$ cat src/rtl/motion_pkg.sv
// Shared types and helpers for the motion program sequencer.
// Holds the sequencer state encoding, direction codes and instruction field accessors.
package motion_pkg;

  typedef enum logic [1:0] {
    S_IDLE  = 2'd0,
    S_RUN   = 2'd1,
    S_PAUSE = 2'd2
  } seq_state_t;

  localparam logic [1:0] DIR_FWD   = 2'd0;
  localparam logic [1:0] DIR_REV   = 2'd1;
  localparam logic [1:0] DIR_LEFT  = 2'd2;
  localparam logic [1:0] DIR_RIGHT = 2'd3;

  // Widest instruction the field helpers accept; narrower words are zero-extended by the caller.
  localparam int INSTR_W_MAX = 32;

  function automatic logic [1:0] instr_dir(input logic [INSTR_W_MAX-1:0] instr);
    return instr[1:0];
  endfunction

  function automatic logic [INSTR_W_MAX-3:0] instr_torque(input logic [INSTR_W_MAX-1:0] instr);
    return instr[INSTR_W_MAX-1:2];
  endfunction

  function automatic logic [2:0] state_lights(input seq_state_t s);
    case (s)
      S_RUN:   return 3'b010;
      S_PAUSE: return 3'b100;
      default: return 3'b001;
    endcase
  endfunction

endpackage

$ cat src/rtl/motion_sequencer_step_timer.sv
// Per-instruction hold timer: counts while run is high, wraps after STEP_TICKS-1.
// done flags the terminal count; the parent decides whether that count is acted on.
module step_timer #(
  parameter int STEP_TICKS = 50_000_000
) (
  input  logic clk,
  input  logic rst_n,
  input  logic run,
  input  logic clr,
  output logic done
);

  localparam int TW = (STEP_TICKS > 1) ? $clog2(STEP_TICKS) : 1;
  localparam logic [TW-1:0] LAST = TW'(STEP_TICKS - 1);

  logic [TW-1:0] cnt_q;
  logic [TW-1:0] cnt_d;

  always_comb begin
    cnt_d = cnt_q;
    if (clr) begin
      cnt_d = '0;
    end else if (run) begin
      cnt_d = (cnt_q == LAST) ? '0 : cnt_q + 1'b1;
    end
  end

  always_ff @(posedge clk or negedge rst_n) begin
    if (!rst_n) begin
      cnt_q <= '0;
    end else begin
      cnt_q <= cnt_d;
    end
  end

  // Unqualified by run so the parent can freeze the timer on this very count without a loop.
  assign done = (cnt_q == LAST);

endmodule

$ cat src/rtl/motion_sequencer.sv
// Program store and playback engine: builds a program from save/delete pulses and
// replays it one instruction per STEP_TICKS clocks, with pause/resume and looping.
module motion_sequencer
  import motion_pkg::*;
#(
  parameter int DEPTH      = 16,
  parameter int INSTR_W    = 4,
  parameter int STEP_TICKS = 50_000_000
) (
  input  logic                       clk,
  input  logic                       rst_n,
  input  logic                       save,
  input  logic                       delete,
  input  logic                       clear,
  input  logic                       execute,
  input  logic                       loop_mode,
  input  logic [INSTR_W-1:0]         data_in,
  output logic [INSTR_W-1:0]         instr_out,
  output logic                       instr_valid,
  output logic [$clog2(DEPTH+1)-1:0] count,
  output logic [$clog2(DEPTH)-1:0]   play_idx,
  output logic                       empty,
  output logic                       full,
  output logic [2:0]                 lights
);

  localparam int CW = $clog2(DEPTH + 1);
  localparam int PW = $clog2(DEPTH);

  seq_state_t state_q, state_d;
  logic [CW-1:0] count_q, count_d;
  logic [PW-1:0] play_idx_q, play_idx_d;
  logic empty_q, empty_d;
  logic full_q, full_d;
  logic [INSTR_W-1:0] instr_out_q, instr_out_d;
  logic instr_valid_q, instr_valid_d;

  logic [INSTR_W-1:0] mem_q [DEPTH];
  logic mem_we;
  logic timer_run;
  logic timer_clr;
  logic timer_done;

  step_timer #(
    .STEP_TICKS (STEP_TICKS)
  ) u_step_timer (
    .clk   (clk),
    .rst_n (rst_n),
    .run   (timer_run),
    .clr   (timer_clr),
    .done  (timer_done)
  );

  // Held at zero in idle so every playback starts a fresh hold period.
  assign timer_clr = (state_q == S_IDLE);

  always_comb begin
    state_d    = state_q;
    count_d    = count_q;
    play_idx_d = play_idx_q;
    mem_we     = 1'b0;
    timer_run  = 1'b0;
    case (state_q)
      S_IDLE: begin
        if (clear) begin
          count_d = '0;
        end else if (delete) begin
          if (!empty_q) count_d = count_q - 1'b1;
        end else if (save) begin
          if (!full_q) begin
            mem_we  = 1'b1;
            count_d = count_q + 1'b1;
          end
        end else if (execute) begin
          if (!empty_q) begin
            play_idx_d = '0;
            state_d    = S_RUN;
          end
        end
      end
      S_RUN: begin
        if (clear) begin
          state_d = S_IDLE;
          count_d = '0;
        end else if (execute) begin
          // The pause cycle still counts toward the hold, unless it lands on the boundary.
          timer_run = !timer_done;
          state_d   = S_PAUSE;
        end else begin
          timer_run = 1'b1;
          if (timer_done) begin
            if (int'(play_idx_q) + 1 < int'(count_q)) begin
              play_idx_d = play_idx_q + 1'b1;
            end else if (loop_mode) begin
              play_idx_d = '0;
            end else begin
              state_d = S_IDLE;
            end
          end
        end
      end
      S_PAUSE: begin
        if (clear) begin
          state_d = S_IDLE;
          count_d = '0;
        end else if (execute) begin
          state_d = S_RUN;
        end
      end
      default: begin
        state_d = S_IDLE;
      end
    endcase
  end

  always_comb begin
    empty_d       = (count_d == '0);
    full_d        = (count_d == CW'(DEPTH));
    instr_valid_d = (state_q == S_RUN);
    instr_out_d   = (state_q == S_RUN) ? mem_q[play_idx_q] : '0;
  end

  always_ff @(posedge clk or negedge rst_n) begin
    if (!rst_n) begin
      state_q       <= S_IDLE;
      count_q       <= '0;
      play_idx_q    <= '0;
      empty_q       <= 1'b1;
      full_q        <= 1'b0;
      instr_out_q   <= '0;
      instr_valid_q <= 1'b0;
    end else begin
      state_q       <= state_d;
      count_q       <= count_d;
      play_idx_q    <= play_idx_d;
      empty_q       <= empty_d;
      full_q        <= full_d;
      instr_out_q   <= instr_out_d;
      instr_valid_q <= instr_valid_d;
    end
  end

  // Program contents survive reset; only count decides what is live.
  always_ff @(posedge clk) begin
    if (mem_we) begin
      mem_q[count_q[PW-1:0]] <= data_in;
    end
  end

  assign instr_out   = instr_out_q;
  assign instr_valid = instr_valid_q;
  assign count       = count_q;
  assign play_idx    = play_idx_q;
  assign empty       = empty_q;
  assign full        = full_q;
  assign lights      = state_lights(state_q);

endmodule

$ cat config.mk
export PLATFORM = sky130hd
export DESIGN_NAME = motion_sequencer
export DESIGN_NICKNAME = d
export VERILOG_FILES = /design/src/rtl/motion_pkg.sv /design/src/rtl/motion_sequencer_step_timer.sv /design/src/rtl/motion_sequencer.sv
export SDC_FILE = /design/constraint.sdc
export NUM_CORES = 1
export LEC_CHECK = 0
export ABC_AREA = 1
export CAP_MARGIN = 0
export CORE_ASPECT_RATIO = 0.7
export CORE_MARGIN = 8
export CORE_UTILIZATION = 46
export DETAILED_ROUTE_END_ITERATION = 6
export PLACE_DENSITY = 0.66
export SYNTH_ARGS = -nofsm -noshare
export SYNTH_HDL_FRONTEND = slang
export SYNTH_SLANG_ARGS = --single-unit
$ cat constraint.sdc
create_clock -name clk -period 3.5 [get_ports clk]
set_input_delay 0.525 -clock clk [delete_from_list [all_inputs] [get_ports clk]]
set_output_delay 0.525 -clock clk [all_outputs]
set_load 0.01 [all_outputs]
==> results.toml <==
[clocking]
cts_sinks = 108
cts_tree = "done"
clock-root-buffer = "clkbuf_16"
clk_pin_slew_ns = 0.08
cts_setup_buffers = 0
clk_path_buf_depth = 2
cts_resized = 0
clock_latency_ns = 0.36
cts-buffers-inserted = 9
ctsHoldBuffers = 0
htree_num_levels = 3

[route]
vias = 4722
antenna_left = 0
drt-pass1-iter-count = 6
drt-total-wl_um = 15100
viasPerCell = 5.57
drc = 0
routedWlPerCell_um = 17.8
drt_iter0_drc = 717

[floorplanning]
ioPinCount = 30
dieHeight_um = 109
die_w_um = 149
core-area_sq_um = 12300
rows = 34
dieArea_sq_um = 16300
initial_core_util = 0.466

[sta]
relSlewSlack = 0.287
tightest_slew_ns = 1.07
min_period_over_period = 0.748
timing.final.crit_period_ns = 2.62
holdWs_ns = 0.355
skew_ns = 0.0171
hold_viol = 0
setup_viol = 0
grt_setup_unrepaired = "false"
clock.fmax_ghz = 0.382
slew_violations = 0
fin_setup_tns_ns = 0

[cells_and_area]
layout-drive-gt1-share = 0.0671
multi_input_area_sq_um = 2350
nets = 707
layout_common_cells = "nand2_1 (149), nor2_1 (112), edfxtp_1 (64), inv_1 (57), o21ai_0 (46)"
antenna_cells = 0
synthToLayoutAreaGrowth_pct = 12.8
layout_commonest_cell = "nand2_1"
register_area_sq_um = 3020
nFillCells = 1099

[synth]
netlist_area_sq_um = 5710
syn_nets = 682
syn_inst = 656
synth.distinct_cells = 40
synth_seq_area_share = 0.530
ys.warnings.count = 0
avgSynthCellArea_sq_um = 8.70
synth_edf_count = 64
synthFlopType = "edfxtp_1"
async_flop_share = 0.407
ys_ff_latch = 108

[power]
leakage_nw = 2.48
irDropWorstVdd_uv = 530
p_per_area_nw_per_um2 = 625

[setup_path]
path_max_fanout = 20
r2r_cells = 12
startpoint_type = "register"
critical_path_class = "reg2reg"
endpoint_kind = "register"
worstPathRequired_ns = 3.73
cp.arrival_ns = 2.84

[hold_path]
hp-class = "in2async"

[place]
place_congestion = 0.946
numPortBuffers = 29
hpwl_um = 10900

[grt]
grt_pass1_wl_um = 24300
grt_max_degree = 45
grt_pass1_vias = 4310
antenna_found_initial = 0
groute.usage.overall = 0.192
grt-ovfl-total = 0

[outcome]
status = "complete, no violations"

[job]
maxCapViolCount = 0
stage by stage:
step	utilization	std cells	cell area [sq um]	setup WS, ns	power (mW)
6_report	0.526	848	6440	0.883	4.03
5_1_grt	0.526	848	6440	0.583	4.28
4_1_cts	0.526	848	6440	0.900	4.04
3_5_place_dp	0.499	832	6120	0.862	2.98
3_3_place_gp	0.499	832	6120	0.970	2.96
2_1_floorplan	-	656	5710	1.39	2.51
path summary, 6_finish.rpt:
| path | from | endpoint | slack (ns) |
|---|---|---|---|
| min reg2reg | u_step_timer.cnt_q[1] | u_step_timer.cnt_q[1] | 0.53 |
| max | play_idx[1] | play_idx[2] | 0.88 |
| min in group clk | u_step_timer.cnt_q[1] | u_step_timer.cnt_q[1] | 0.53 |
| min | rst_n | u_step_timer.cnt_q[20] | 0.35 |
| max in group asynchronous | rst_n | u_step_timer.cnt_q[25] | 2.48 |
| max reg2reg | play_idx[1] | play_idx[2] | 0.88 |
layout make-up:
type / count / share of cell area
flip-flops and latches: 108 / 0.470
multi-input cells: 468 / 0.365
repair buffers: 31 / 0.0466
inverters: 63 / 0.0371
clock buffers: 9 / 0.0350
well taps: 162 / 0.0315
clock inverters: 7 / 0.0153
cell usage after synthesis, types with 6 or more instances:
library cell,instances,area [sq um]
clkbuf_1,9,33.8
o21ai_2,7,61.3
nor2_1,112,420
inv_1,57,214
nand3_1,39,195
o211ai_1,7,52.6
edfxtp_1,64,1920
nand4_1,12,75.1
nand2_1,149,559
a21oi_1,13,65.1
nor3_1,16,80.1
o221ai_1,10,87.6
o21ai_0,46,230
ha_1,15,188
o21ai_1,6,30.0
xor2_1,9,78.8
dfrtp_1,43,1080
kinds of logic (layout without fill, tap and decap cells):
kind of cell,after synthesis,in the layout,synth area share
simple gates,342,342,0.255
compound gates,102,102,0.110
flops,108,108,0.530
xor+xnor,9,9,0.0138
fa+ha+maj,15,15,0.0329
buf+inv,80,110,0.0589
metal layers:
layer	vias up	routed length (um)	GRT usage
met3	17	1710	0.0510
met1	2207	7370	0.304
met5	-	0	0
met4	0	131	0.0402
li1	2261	-	-
met2	237	5850	0.250
report_power, final:
group | switching, mW | total (mW) | internal, mW
sequential | 0.126 | 1.57 | 1.45
combinational | 0.944 | 1.40 | 0.452
clock | 0.537 | 1.06 | 0.523
total | 1.61 | 4.03 | 2.42
registers in the layout (all words and copies together), names as in the netlist:
name and flops:
full 1, play_idx 4, instr_valid 1, instr_out 4, count 5, mem_q 64, empty 1, state_q 2
u_step_timer.cnt_q 26
critical path: stages, from the launching register on:
cell     delay, ns
dfrtp_1       0.73
ha_1          0.30
nand2_1       0.06
nor2_1        0.16
ha_1          0.27
a21oi_1       0.19
nand3_1       0.12
nand2_1       0.13
nand2_1       0.08
nand2_1       0.07
nand3_2       0.17
nand2_1       0.10
o21ai_0       0.09
Note: power is estimated with default switching activity, not from simulation.
